## config.mk

```make
export PLATFORM = sky130hd
export DESIGN_NAME = id_ex_stage
export DESIGN_NICKNAME = d
export VERILOG_FILES = /design/src/rtl/id_ex_stage.sv
export SDC_FILE = /design/constraint.sdc
export NUM_CORES = 1
export LEC_CHECK = 0
export CAP_MARGIN = 10
export CORE_AREA = 3 3 131 133
export DETAILED_ROUTE_END_ITERATION = 10
export DIE_AREA = 0 0 134 136
export PLACE_DENSITY = 0.69
export SKIP_LAST_GASP = 1
export SYNTH_ARGS = -nofsm -noshare
export SYNTH_HDL_FRONTEND = slang
export SYNTH_SLANG_ARGS = --single-unit
```

## constraint.sdc

```tcl
create_clock -name clk -period 2.25 [get_ports clk]
set_input_delay 0.45 -clock clk [delete_from_list [all_inputs] [get_ports clk]]
set_output_delay 0.45 -clock clk [all_outputs]
set_load 0.005 [all_outputs]
```

## src/rtl/id_ex_stage.sv

```systemverilog
// ID/EX pipeline register feeding the RV32I ALU.
// Selects and forwards operands, then holds them behind a valid/ready handshake.
// Ports: clk/rst; the in_* op from ID with in_valid/in_ready; flush.
// Ports: fwd_exmem_* and fwd_memwb_* bypass sources.
// Ports: out_valid/out_ready, operand_a/operand_b/alu_control to the ALU.
// Ports: out_rd_addr/out_reg_write/out_pc sideband.
// Macro ID_EX_FORWARD_EN enables EX/MEM and MEM/WB forwarding.
// Without it, the fwd_* ports are ignored.
module id_ex_stage #(
  parameter int XLEN       = 32,
  parameter int REG_ADDR_W = 5
) (
  input  logic                  clk,
  input  logic                  rst,
  input  logic                  in_valid,
  output logic                  in_ready,
  input  logic [REG_ADDR_W-1:0] in_rs1_addr,
  input  logic [REG_ADDR_W-1:0] in_rs2_addr,
  input  logic [XLEN-1:0]       in_rs1_data,
  input  logic [XLEN-1:0]       in_rs2_data,
  input  logic [XLEN-1:0]       in_imm,
  input  logic [XLEN-1:0]       in_pc,
  input  logic                  in_a_sel_pc,
  input  logic                  in_b_sel_imm,
  input  logic [3:0]            in_alu_control,
  input  logic [REG_ADDR_W-1:0] in_rd_addr,
  input  logic                  in_reg_write,
  input  logic                  flush,
  input  logic                  fwd_exmem_valid,
  input  logic [REG_ADDR_W-1:0] fwd_exmem_rd,
  input  logic [XLEN-1:0]       fwd_exmem_data,
  input  logic                  fwd_memwb_valid,
  input  logic [REG_ADDR_W-1:0] fwd_memwb_rd,
  input  logic [XLEN-1:0]       fwd_memwb_data,
  output logic                  out_valid,
  input  logic                  out_ready,
  output logic [XLEN-1:0]       operand_a,
  output logic [XLEN-1:0]       operand_b,
  output logic [3:0]            alu_control,
  output logic [REG_ADDR_W-1:0] out_rd_addr,
  output logic                  out_reg_write,
  output logic [XLEN-1:0]       out_pc
);

  logic                  full;
  logic                  accept;
  logic                  rw_q;
  logic [XLEN-1:0]       rs1_val;
  logic [XLEN-1:0]       rs2_val;
  logic [XLEN-1:0]       a_next;
  logic [XLEN-1:0]       b_next;

  assign in_ready = !full || out_ready;
  assign accept   = in_valid && in_ready && !flush;

`ifdef ID_EX_FORWARD_EN
  logic ex1, ex2, mw1, mw2;

  // x0 never matches, so a hardwired zero is never overridden.
  assign ex1 = fwd_exmem_valid && (fwd_exmem_rd == in_rs1_addr)
            && (in_rs1_addr != '0);
  assign ex2 = fwd_exmem_valid && (fwd_exmem_rd == in_rs2_addr)
            && (in_rs2_addr != '0);
  assign mw1 = fwd_memwb_valid && (fwd_memwb_rd == in_rs1_addr)
            && (in_rs1_addr != '0);
  assign mw2 = fwd_memwb_valid && (fwd_memwb_rd == in_rs2_addr)
            && (in_rs2_addr != '0);

  // EX/MEM is the younger result, so it wins over MEM/WB.
  always_comb begin
    rs1_val = in_rs1_data;
    unique case (1'b1)
      ex1:     rs1_val = fwd_exmem_data;
      mw1:     rs1_val = fwd_memwb_data;
      default: rs1_val = in_rs1_data;
    endcase
  end

  always_comb begin
    rs2_val = in_rs2_data;
    unique case (1'b1)
      ex2:     rs2_val = fwd_exmem_data;
      mw2:     rs2_val = fwd_memwb_data;
      default: rs2_val = in_rs2_data;
    endcase
  end
`else
  logic unused_fwd;

  assign unused_fwd = ^{fwd_exmem_valid, fwd_exmem_rd,
                        fwd_exmem_data, fwd_memwb_valid,
                        fwd_memwb_rd, fwd_memwb_data,
                        in_rs1_addr, in_rs2_addr};
  assign rs1_val = in_rs1_data;
  assign rs2_val = in_rs2_data;
`endif

  assign a_next = in_a_sel_pc  ? in_pc  : rs1_val;
  assign b_next = in_b_sel_imm ? in_imm : rs2_val;

  // Payload changes only on accept, so it stays frozen while
  // stalled and keeps its last value once empty.
  always_ff @(posedge clk) begin
    if (rst) begin
      full        <= 1'b0;
      operand_a   <= '0;
      operand_b   <= '0;
      alu_control <= '0;
      out_rd_addr <= '0;
      rw_q        <= 1'b0;
      out_pc      <= '0;
    end else if (flush) begin
      full <= 1'b0;
    end else if (accept) begin
      full        <= 1'b1;
      operand_a   <= a_next;
      operand_b   <= b_next;
      alu_control <= in_alu_control;
      out_rd_addr <= in_rd_addr;
      rw_q        <= in_reg_write;
      out_pc      <= in_pc;
    end else if (out_ready) begin
      full <= 1'b0;
    end
  end

  assign out_valid     = full;
  assign out_reg_write = rw_q && full;

endmodule

```

==> flow_metrics.env <==
export IMPL_power_density_nw_per_um2=609
export IMPL_cts_tree="done"
export IMPL_fp_dieArea_um2=18200
export IMPL_viasPerCell=5.03
export IMPL_cp_depth=4
export IMPL_first_global_vias=4730
export IMPL_p_comb_share_pct=20.5
export IMPL_hold_violations=0
export IMPL_seq_area_frac_synth_pct=45.9
export IMPL_worstSetupEndpointType="output pin"
export IMPL_portBuffers=252
export IMPL_synthTopCellsByArea="dfxtp_1, mux2i_1, a21oi_1"
export IMPL_yosys_area_top_type="dfxtp_1"
export IMPL_multi_input_area_um2=2140
export IMPL_slew_headroom_pct=61.6
export IMPL_hold_slack_ps=475
export IMPL_wl_per_cell_um=17.4
export IMPL_synth_edf_count=0
export IMPL_ios=339
export IMPL_initial_core_util_pct=29.3
export IMPL_htreeDepth=3
export IMPL_criticalPathCategory="in -> out"
export IMPL_max_slew_worst_pin_slew_ps=575
export IMPL_fmax_ghz=0.475
export IMPL_max_stage_delay_ps=560
export IMPL_vias=4668
export IMPL_final_max_slew_viol_count=0
export IMPL_yosysWarnings=0
export IMPL_dieWidth_um=134
export IMPL_finalSetupViolCount=0
export IMPL_syn_instance_count=491
export IMPL_ir_drop_mv=0.415
export IMPL_cp_common_cell="clkdlybuf4s50_1"
export IMPL_critical_path_buf_inv_count=3
export IMPL_worstSetupStartpointType="input port"
export IMPL_grt_max_degree=107
export IMPL_netlist_area_um2=4670
export IMPL_synth_nets=722
export IMPL_row_count=46
export IMPL_cts_resized=0
export IMPL_synthFlopType="dfxtp_1"
export IMPL_rr_worst_depth=5
export IMPL_leakage_uw=0.00272
export IMPL_detail_route_antenna_nets=0
export IMPL_power_frac_clock_pct=34.4
export IMPL_seqPwrFrac_pct=45.1
export IMPL_required_ps=1800
export IMPL_clk_latency_ps=340
export IMPL_outcome="finished clean"
export IMPL_tns_ps=0
export IMPL_yosysUniqueCellTypes=22
export IMPL_core_um2=15900
export IMPL_drcViolationCount=0
export IMPL_overflow=0
export IMPL_critPathMaxFanout=2
export IMPL_hold_depth=2
export IMPL_clockBufferDepth=2
export IMPL_critical_path_arrival_ps=1660
export IMPL_rsz0062_at_grt="false"
export IMPL_gp_congestion=0.758
export IMPL_power_switching_uw=1110
export IMPL_finalCritPeriodShare_pct=93.6
export IMPL_track_usage_pct=17.4
export IMPL_ff_latch_area_um2=2140
export IMPL_crit_family="buffers and inverters"
export IMPL_rrSetupSlack_ps=590
export IMPL_async_reset_ff_share_pct=0
export IMPL_numCtsBuffers=9
export IMPL_ys_seq_elements=107
export IMPL_p_sw_share_pct=24.2
export IMPL_drt_iter0_drc=301
export IMPL_path_cells="clkdlybuf4s50_1 > nor2b_4 > inv_6 > clkdlybuf4s50_1"
export IMPL_clk_pin_slew_worst_paths_ps=60
export IMPL_cap_violations=0
export IMPL_drive_above_1_share_pct=4.63
export IMPL_min_path_type="reg -> reg"
export IMPL_diodes=0
export IMPL_cts_root_buf="clkbuf_16"
export IMPL_dp_final_hpwl_mm=11.4
export IMPL_power_total_uw=4590
export IMPL_antenna_found_initial=0
export IMPL_p_int_uw=3480
export IMPL_dieHeight_um=136
export IMPL_routed_wl_mm=16.2
export IMPL_dr_pass1_iters=4
export IMPL_post_cts_buffers=0
export IMPL_holdBufCountCts=0
export IMPL_synthToLayoutAreaGrowth_pct=61.3
export IMPL_min_period_ps=2110
export IMPL_grt_pass1_wl_mm=25.5
export IMPL_clock_sinks=107
export IMPL_clock_skew_ps=6.35
export IMPL_synth_top_area_share_pct=45.9
export IMPL_avgSynthCellArea_um2=9.51
export IMPL_critical_path_slowest_cell="clkdlybuf4s50_1"
export IMPL_nFillCells=1553
export IMPL_nets=938
routing by layer:
layer  up-vias  wire length (um)  share of wire [%]  track usage, %
li1       2255                 -                  -               -
met1      2209              6650                 41            20.8
met2       187              7820                 48            29.4
met3        17              1450                8.9            5.88
met4         0               263                1.6            5.54
met5         -                 0                  0               0
power by group through the flow:
stage	Clock (uW)	Combinational, uW	Sequential (uW)
detailed placement	0	948	2110
global placement	0	930	2100
floorplan	0	364	2120
global route	1700	1020	2080
finish	1580	942	2070
CTS	1640	952	2070
worst register-to-register path: cells and delay by family (launching register included):
kind	cells	cell delay, ps
AOI/OAI and AO/OA	1	290
DFF	1	350
buffers and inverters	2	620
and+or+nand+nor	2	300
cell usage after synthesis (2+ instances only):
cell type	number
dfxtp_1	107
a21oi_1	106
a211oi_1	64
mux2i_1	64
nand3_1	42
o21ai_0	36
buf_4	27
clkbuf_1	13
buf_6	7
o21ai_1	6
buf_2	5
clkbuf_2	3
nor2b_1	2
cell families (layout without fill, tap and decap cells):
| logic type | Yosys count | after routing | share of synthesized area [%] |
|---|---|---|---|
| flops | 107 | 107 | 45.9 |
| mux | 64 | 64 | 13.7 |
| simple gates | 49 | 49 | 5.57 |
| compound gates | 212 | 212 | 26.2 |
| buf+inv | 59 | 280 | 8.68 |
area by class of cell:
cell class,instances,share of cell area (%)
Clock buffer,12,3.27
Clock inverter,4,0.648
Inverter,1,0.116
Multi-Input combinational cell,325,28.4
Sequential cell,107,28.4
Tap cell,216,3.59
Timing Repair Buffer,263,35.6
worst paths after layout:
check / to / startpoint
setup reg to reg: operand_b[28] / out_valid
hold / removal: out_pc[0] / out_pc[0]
hold reg to reg: out_pc[0] / out_pc[0]
setup / recovery: in_ready / out_ready
state kept, by name, indices dropped and copies added, names as in the netlist:
register	cells
out_pc	32
alu_control	4
out_rd_addr	5
operand_b	32
rw_q	1
out_valid	1
operand_a	32
metrics by stage:
step           setup slack, ps  instance area (um2)  std cells  util [%]
2_1_floorplan              878                 4670        491         -
3_3_place_gp              89.1                 7240        912      45.4
3_5_place_dp              28.6                 7240        912      45.4
4_1_cts                    113                 7530        928      47.3
5_1_grt                    119                 7530        928      47.3
6_report                   144                 7530        928      47.3
cells in the final DEF (no fill, tap or decap):
cell type          n
clkdlybuf4s50_1  249
dfxtp_1          107
a21oi_1          106
mux2i_1           64
a211oi_1          64
nand3_1           42
o21ai_0           36
clkbuf_16          9
buf_12             7
o21ai_1            6
buf_4              5
nor2b_4            2
inv_6              2
clkbuf_1           2
clkinv_2           2
buf_2              2
and2_1             1
or2b_4             1
nor2_4             1
nor2_1             1
nor3_1             1
bufinv_16          1
clkbuf_8           1
Note: power is estimated with default switching activity, not from simulation.
